`config.mk`:
```
export PLATFORM = sky130hd
export DESIGN_NAME = lognot_cosim_sequencer
export DESIGN_NICKNAME = d
export VERILOG_FILES = /design/src/rtl/lognot_cosim_sequencer.sv
export SDC_FILE = /design/constraint.sdc
export NUM_CORES = 1
export LEC_CHECK = 0
export ABC_AREA = 1
export CAP_MARGIN = 20
export CORE_ASPECT_RATIO = 1.5
export CORE_UTILIZATION = 45
export DETAILED_ROUTE_END_ITERATION = 16
export GPL_ROUTABILITY_DRIVEN = 0
export GPL_TIMING_DRIVEN = 0
export PLACE_DENSITY = 0.8
export REMOVE_ABC_BUFFERS = 1
export SETUP_SLACK_MARGIN = 0.2
export SLEW_MARGIN = 20
export SYNTH_ARGS = -nofsm -noshare
export SYNTH_HDL_FRONTEND = slang
export SYNTH_SLANG_ARGS = --single-unit
```
`constraint.sdc`:
```
create_clock -name clk -period 3.1 [get_ports clk]
set_input_delay 0.62 -clock clk [delete_from_list [all_inputs] [get_ports clk]]
set_output_delay 0.62 -clock clk [all_outputs]
set_load 0.05 [all_outputs]
```
`src/rtl/lognot_cosim_sequencer.sv`:
```
// lognot_cosim_sequencer: drives directed+LFSR vectors into the packed logical-NOT datapath and checks results against a golden model
module lognot_cosim_sequencer #(
  parameter int LATENCY = 1,
  parameter int CNT_W = 16
) (
  input  logic             clk,
  input  logic             rst,
  input  logic             start,
  input  logic             abort,
  input  logic [31:0]      num_vectors,
  input  logic [127:0]     seed,
  output logic [127:0]     dut_in,
  input  logic [127:0]     dut_out,
  output logic             busy,
  output logic             done,
  output logic             pass,
  output logic [CNT_W-1:0] mismatch_count,
  output logic             first_fail_valid,
  output logic [31:0]      first_fail_idx
);
  typedef enum logic [1:0] {IDLE, RUN, DRAIN, DONE} state_t;
  localparam int D = (LATENCY > 0) ? LATENCY : 1;
  localparam logic [127:0] TAPS = 128'h2800_0005;
  localparam int OFF [10] = '{0, 1, 3, 6, 10, 15, 21, 28, 36, 45};
  state_t state_q, state_d;
  logic [127:0] din_q, din_d, lfsr_q, lfsr_d, exp_now, chk_e;
  logic [31:0] idx_q, idx_d, last_q, last_d, ffi_q, ffi_d, chk_i;
  logic [2:0] dcnt_q, dcnt_d;
  logic [CNT_W-1:0] mc_q, mc_d;
  logic ffv_q, ffv_d, pass_q, pass_d, chk_v, miss;
  logic [D-1:0] pv_q, pv_d;
  logic [D:0] pv_ext;
  logic [127:0] pe_q [D], pe_d [D];
  logic [31:0] pi_q [D], pi_d [D];
  // Result field at a b-slot flags a zero a-field and vice versa; the six 6-bit tail fields reuse those flags.
  function automatic logic [127:0] golden(input logic [127:0] x);
    logic [127:0] o, m;
    o = '0;
    for (int i = 0; i < 9; i++) begin
      m = (128'd1 << (OFF[i+1] - OFF[i])) - 128'd1;
      o[OFF[i]] = ((x >> (45 + OFF[i])) & m) == '0;
      o[45 + OFF[i]] = ((x >> OFF[i]) & m) == '0;
    end
    o[90] = o[36];
    o[96] = o[36];
    o[102] = o[3];
    o[108] = o[48];
    o[114] = o[0];
    o[120] = o[45];
    return o;
  endfunction
  function automatic logic [127:0] step(input logic [127:0] s);
    return {s[126:0], 1'b0} ^ (s[127] ? TAPS : '0);
  endfunction
  always_comb begin
    exp_now = golden(din_q);
    chk_v = (LATENCY == 0) ? state_q == RUN : pv_q[D-1];
    chk_e = (LATENCY == 0) ? exp_now : pe_q[D-1];
    chk_i = (LATENCY == 0) ? idx_q : pi_q[D-1];
    pv_ext = {pv_q, state_q == RUN};
    pv_d = pv_ext[D-1:0];
    pe_d[0] = exp_now;
    pi_d[0] = idx_q;
    for (int i = 1; i < D; i++) begin
      pe_d[i] = pe_q[i-1];
      pi_d[i] = pi_q[i-1];
    end
    miss = chk_v && (dut_out != chk_e);
    mc_d = (miss && mc_q != '1) ? mc_q + 1'b1 : mc_q;
    ffv_d = ffv_q | miss;
    ffi_d = (miss && !ffv_q) ? chk_i : ffi_q;
    state_d = state_q;
    din_d = din_q;
    lfsr_d = lfsr_q;
    idx_d = idx_q;
    last_d = last_q;
    dcnt_d = dcnt_q;
    if (state_q == IDLE && start) begin
      mc_d = '0;
      ffv_d = 1'b0;
      ffi_d = '0;
      din_d = '0;
      idx_d = '0;
      last_d = num_vectors - 32'd1;
      lfsr_d = (seed == '0) ? 128'd1 : seed;
      state_d = (num_vectors == '0) ? DONE : RUN;
    end else if (state_q == RUN) begin
      if (idx_q == last_q || abort) begin
        state_d = (LATENCY == 0) ? DONE : DRAIN;
        dcnt_d = 3'(LATENCY - 1);
      end else begin
        idx_d = idx_q + 32'd1;
        din_d = (idx_q == '0) ? '1 : lfsr_q;
        lfsr_d = (idx_q == '0) ? lfsr_q : step(lfsr_q);
      end
    end else if (state_q == DRAIN) begin
      state_d = (dcnt_q == '0) ? DONE : DRAIN;
      dcnt_d = dcnt_q - 3'd1;
    end else if (state_q == DONE) begin
      state_d = IDLE;
    end
    pass_d = (state_d == DONE) && (mc_d == '0);
  end
  always_ff @(posedge clk) begin
    pe_q <= pe_d;
    pi_q <= pi_d;
    if (rst) begin
      state_q <= IDLE;
      din_q <= '0;
      lfsr_q <= 128'd1;
      idx_q <= '0;
      last_q <= '0;
      dcnt_q <= '0;
      mc_q <= '0;
      ffv_q <= 1'b0;
      ffi_q <= '0;
      pass_q <= 1'b0;
      pv_q <= '0;
    end else begin
      state_q <= state_d;
      din_q <= din_d;
      lfsr_q <= lfsr_d;
      idx_q <= idx_d;
      last_q <= last_d;
      dcnt_q <= dcnt_d;
      mc_q <= mc_d;
      ffv_q <= ffv_d;
      ffi_q <= ffi_d;
      pass_q <= pass_d;
      pv_q <= pv_d;
    end
  end
  assign dut_in = din_q;
  assign busy = (state_q == RUN) || (state_q == DRAIN);
  assign done = state_q == DONE;
  assign pass = pass_q;
  assign mismatch_count = mc_q;
  assign first_fail_valid = ffv_q;
  assign first_fail_idx = ffi_q;
endmodule

```
==> results_dict.tcl, run 1 <==
set metrics [dict create \
    status "aborted with a tool error" \
    haltStage "5_2_route" \
    firstError "Error: idx_q\\[6\\] 2 pin not visited #guides = 40" \
    synth-xor-area-share_pct 2.87 \
    synth_top_family_by_area "simple AND/OR/NAND/NOR gates" \
    synthSimpleGateAreaFrac_pct 24.2 \
    syn-instance-count 2552 \
    synthArstFlopShare_pct 0 \
    grt_max_degree 90 \
    synth_edf_count 0 \
    synthMuxAreaShare_pct 0 \
    antenna_found_initial 6 \
    place_inst 3445 \
    synth_top_cell_by_area "dfxtp_1" \
    cts_hold_buf 0 \
    cts_made_buffers 43 \
    ys_ff_latch 426 \
    place_ws_ps -1480 \
    syn_area_um2 18900 \
    postGrtWorstEndpoint "pass$_SDFF_PP0_/D" \
    die_x_um 169 \
    dp_hpwl_mm 46.4 \
    netlist.area_leader.share_pct 45.0 \
    seq_area_frac_synth_pct 45.0 \
    place.port_buffers 471 \
    die_y_um 253 \
    root_buffer "clkbuf_16" \
    clkSinkCount 426 \
    syn_avg_cell_area_um2 7.42 \
    synth-compound-area-share_pct 19.2 \
    grt_usage_pct 31.7 \
    grt_pass1_wl_mm 106 \
    ctsLongestPathBuffers 3 \
    synthDistinctLibCells 46 \
    synth_fa_ha_area_share_pct 0.727 \
    synth_area_leaders "dfxtp_1 45%, nand2_1 8.8%, nor2_1 7.3%, o21ai_0 6.6%, a21oi_1 5.9%" \
    synth-main-ff-cell "dfxtp_1" \
    ys_warn_count 0 \
    grt_pass1_vias 19600 \
    worst_endpoint_kind "register data pin" \
    io_pins 472 \
    grt_overflow_total 0 \
    fp-row-count 91 \
    htree_levels 2 \
    initial_core_util_pct 45.8 \
]
-- stage by stage --
stage / hold slack (ps) / area, µm²
3_3_place_gp: 385 / 23700
5_1_grt: 413 / 26000
3_5_place_dp: 381 / 24000
2_1_floorplan: 364 / 18300
4_1_cts: 386 / 25900
-- synthesized netlist by cell type (all sizes together), types with 4 or more instances --
| cell | instances |
|---|---|
| a211oi | 53 |
| a21oi | 222 |
| a31oi | 7 |
| and2 | 5 |
| buf | 57 |
| clkbuf | 91 |
| dfxtp | 426 |
| ha | 11 |
| inv | 217 |
| nand2 | 446 |
| nand3 | 112 |
| nand3b | 5 |
| nand4 | 54 |
| nor2 | 371 |
| nor3 | 39 |
| nor4 | 42 |
| o211ai | 4 |
| o21ai | 277 |
| o221a | 31 |
| o221ai | 4 |
| xnor2 | 32 |
| xor2 | 30 |
-- logic make-up after synthesis --
kind of cell,Yosys count
and+or+nand+nor,1079
buffers and inverters,367
DFF,426
adders and majority gates,11
xor gates and xnor gates,62
AOI/OAI and AO/OA,607
-- per-layer routing --
metal	track usage, %
met5	0
met4	18.8
met3	7.66
met2	57.0
met1	33.2
-- timing repair --
action | 4_1_cts | 5_1_grt
setup buffers | 8 | 2
gates resized for setup | 28 | 23
cloned | 12 | 4
setup endpoints to repair | 328 | 223
pin swaps | 6 | 3
==> run 2: changes to the inputs <==
- CORE_ASPECT_RATIO: 1.5 -> unset
- CORE_UTILIZATION: 45 -> 30
- PLACE_DENSITY: 0.8 -> unset
- PLACE_DENSITY_LB_ADDON: unset -> 0.15
- SETUP_SLACK_MARGIN: 0.2 -> unset
==> results_dict.tcl, run 2 <==
set metrics [dict create \
    status "finished, final reports clean" \
    cp_data_required_time_ps 3600 \
    p_comb_share_pct 16.2 \
    grt_pass1_wl_mm 110 \
    fin_nets 3269 \
    arrival_ps 3440 \
    postRouteAntennaNets 0 \
    clkSinkCount 426 \
    synth_area_leaders "dfxtp_1 45%, nand2_1 8.8%, nor2_1 7.3%, o21ai_0 6.6%, a21oi_1 5.9%" \
    p_per_area_nw_per_um2 542 \
    slew_viol_final 0 \
    setup-tns-final_ps 0 \
    min_path_type "register to register" \
    via_per_inst 4.96 \
    cts.clk_slew.worst_paths_ps 60 \
    initial_core_util_pct 30.5 \
    cts_tree "built" \
    ctsLongestPathBuffers 3 \
    drive_above_1_share_pct 8.09 \
    cts_hold_buf 0 \
    nFillCells 6231 \
    num_vias 19100 \
    wl_per_cell_um 19.2 \
    p_sw_mw 4.05 \
    p_sw_share_pct 28.1 \
    p_int_mw 10.4 \
    ys_top_cells_by_count "442 x nand2_1, 426 x dfxtp_1, 366 x nor2_1" \
    design.core.area_um2 62100 \
    drtPass1Iterations 5 \
    power_frac_clock_pct 41.9 \
    synthArstFlopShare_pct 0 \
    grt_max_degree 81 \
    worstMarginPinSlew_ps 943 \
    syn_area_um2 18900 \
    htree_levels 2 \
    drt-initial-drc-count 1104 \
    die_x_um 253 \
    yosysMostFrequentCell "nand2_1" \
    clk_latency_ps 600 \
    worst-r2r-setup-slack_ps 160 \
    layout_common_cells "470 x clkdlybuf4s50_1, 437 x nand2_1, 417 x dfxtp_1" \
    fin_cells 3847 \
    seq_area_frac_synth_pct 45.0 \
    fmax_mhz 340 \
    io_pins 472 \
    place.port_buffers 471 \
    netlist.area_leader.share_pct 45.0 \
    totalPowerFinal_mw 14.4 \
    finalSetupViolations 0 \
    vdd_drop_max_v 0.000399 \
    crit_type "register to register" \
    syn_avg_cell_area_um2 7.42 \
    syn2layout_area_growth_pct 40.7 \
    synth_edf_count 0 \
    drt-total-wl_mm 73.8 \
    fp-row-count 91 \
    die_y_um 253 \
    synth-main-ff-cell "dfxtp_1" \
    worst_setup_path_end_kind "register" \
    die_area_um2 64100 \
    cp_max_fo 56 \
    root_buffer "clkbuf_16" \
    layout_commonest_cell "clkdlybuf4s50_1" \
    syn-instance-count 2552 \
    synthDistinctLibCells 46 \
    fin_crit_sh_pct 94.9 \
    max_slew_margin_pct 36.7 \
    maxCapViolCount 0 \
    p_seq_share_pct 41.8 \
    hold_violations 0 \
    ys_warn_count 0 \
    grt_usage_pct 22.3 \
    dp_hpwl_mm 48.9 \
    grt_overflow_total 0 \
    p_leak_nw 10.0 \
    synth_top_cell_by_area "dfxtp_1" \
    fin_crit_ps 2940 \
    ys_ff_latch 426 \
    antenna_found_initial 19 \
    cts_made_buffers 49 \
    drcViolationCount 0 \
    fin_util_pct 42.9 \
    skew_ps 20.8 \
    grt_pass1_vias 18700 \
    place_inst 3726 \
    critPathLaunchType "register" \
]
[run 2: metrics by stage]
stage	area [µm²]	hold slack, ps	setup slack (ps)
after floorplan	18300	364	-6720
after global placement	24000	407	-17480
after detailed placement	24400	400	-1540
after CTS	26500	408	11.1
after global routing	26600	421	-0.364
final	26600	405	158
[run 2: timing repair]
action | 4_1_cts | 5_1_grt
cloned | 15 | 2
endpoints found under the setup margin | 331 | 158
resized for setup | 16 | 13
pin swaps | 7 | 2
hold endpoints to repair | 0 | 0
buffers inserted | 9 | 0
[run 2: cell families after synthesis]
logic type | share of synthesized area (%)
buffers and inverters | 7.89
adders and majority gates | 0.727
xor gates and xnor gates | 2.87
DFF | 45.0
AOI/OAI and AO/OA | 19.2
and+or+nand+nor | 24.2
[run 2: worst paths after layout]
path / startpoint / end / cells past startpoint
setup reg to reg: state_q[0] / dut_in[22] / 12
hold reg to reg: idx_q[1] / chk_i[1] / 0
setup / recovery: state_q[0] / dut_in[22] / 12
hold / removal: idx_q[1] / chk_i[1] / 0
[run 2: power groups by stage]
stage / logic (mW) / registers (mW) / clock network (mW)
2_1_floorplan: 0.933 / 6.34 / 0
3_3_place_gp: 2.15 / 6.14 / 0
3_5_place_dp: 2.19 / 6.15 / 0
4_1_cts: 2.35 / 6.04 / 6.21
5_1_grt: 2.54 / 6.08 / 6.42
6_report: 2.34 / 6.04 / 6.05
[run 2: critical path, cell delays in order, from the launching register on]
cell and delay (ps):
dfxtp_1 390, inv_1 100, ha_1 240, nand2_4 90, buf_16 200, buf_16 230, inv_8 160, buf_16 230
nor2_4 210, buf_16 190, clkinv_16 160, buf_16 260, a211oi_2 240
[run 2: layer usage]
layer	share of wire [%]	GRT usage, %	vias up
met4	2.9	7.05	28
met3	8.3	6.83	137
met5	0.25	0	-
met1	40	26.1	8956
met2	48	38.7	584
li1	-	-	9377
[run 2: cell type report]
type                       count  area (µm²)  area share [%]
multi-input combinational   1767        9100            34.2
sequential                   426        8540            32.1
timing repair buffer         502        5370            20.2
clock buffer                  69        1410            5.30
tap                          837        1050            3.93
inverter                     219         881            3.31
clock inverter                20         256           0.963
antenna                        6        15.0          0.0564
timing repair inverter         1        7.51          0.0282
Power figures use the tool's default switching activity.
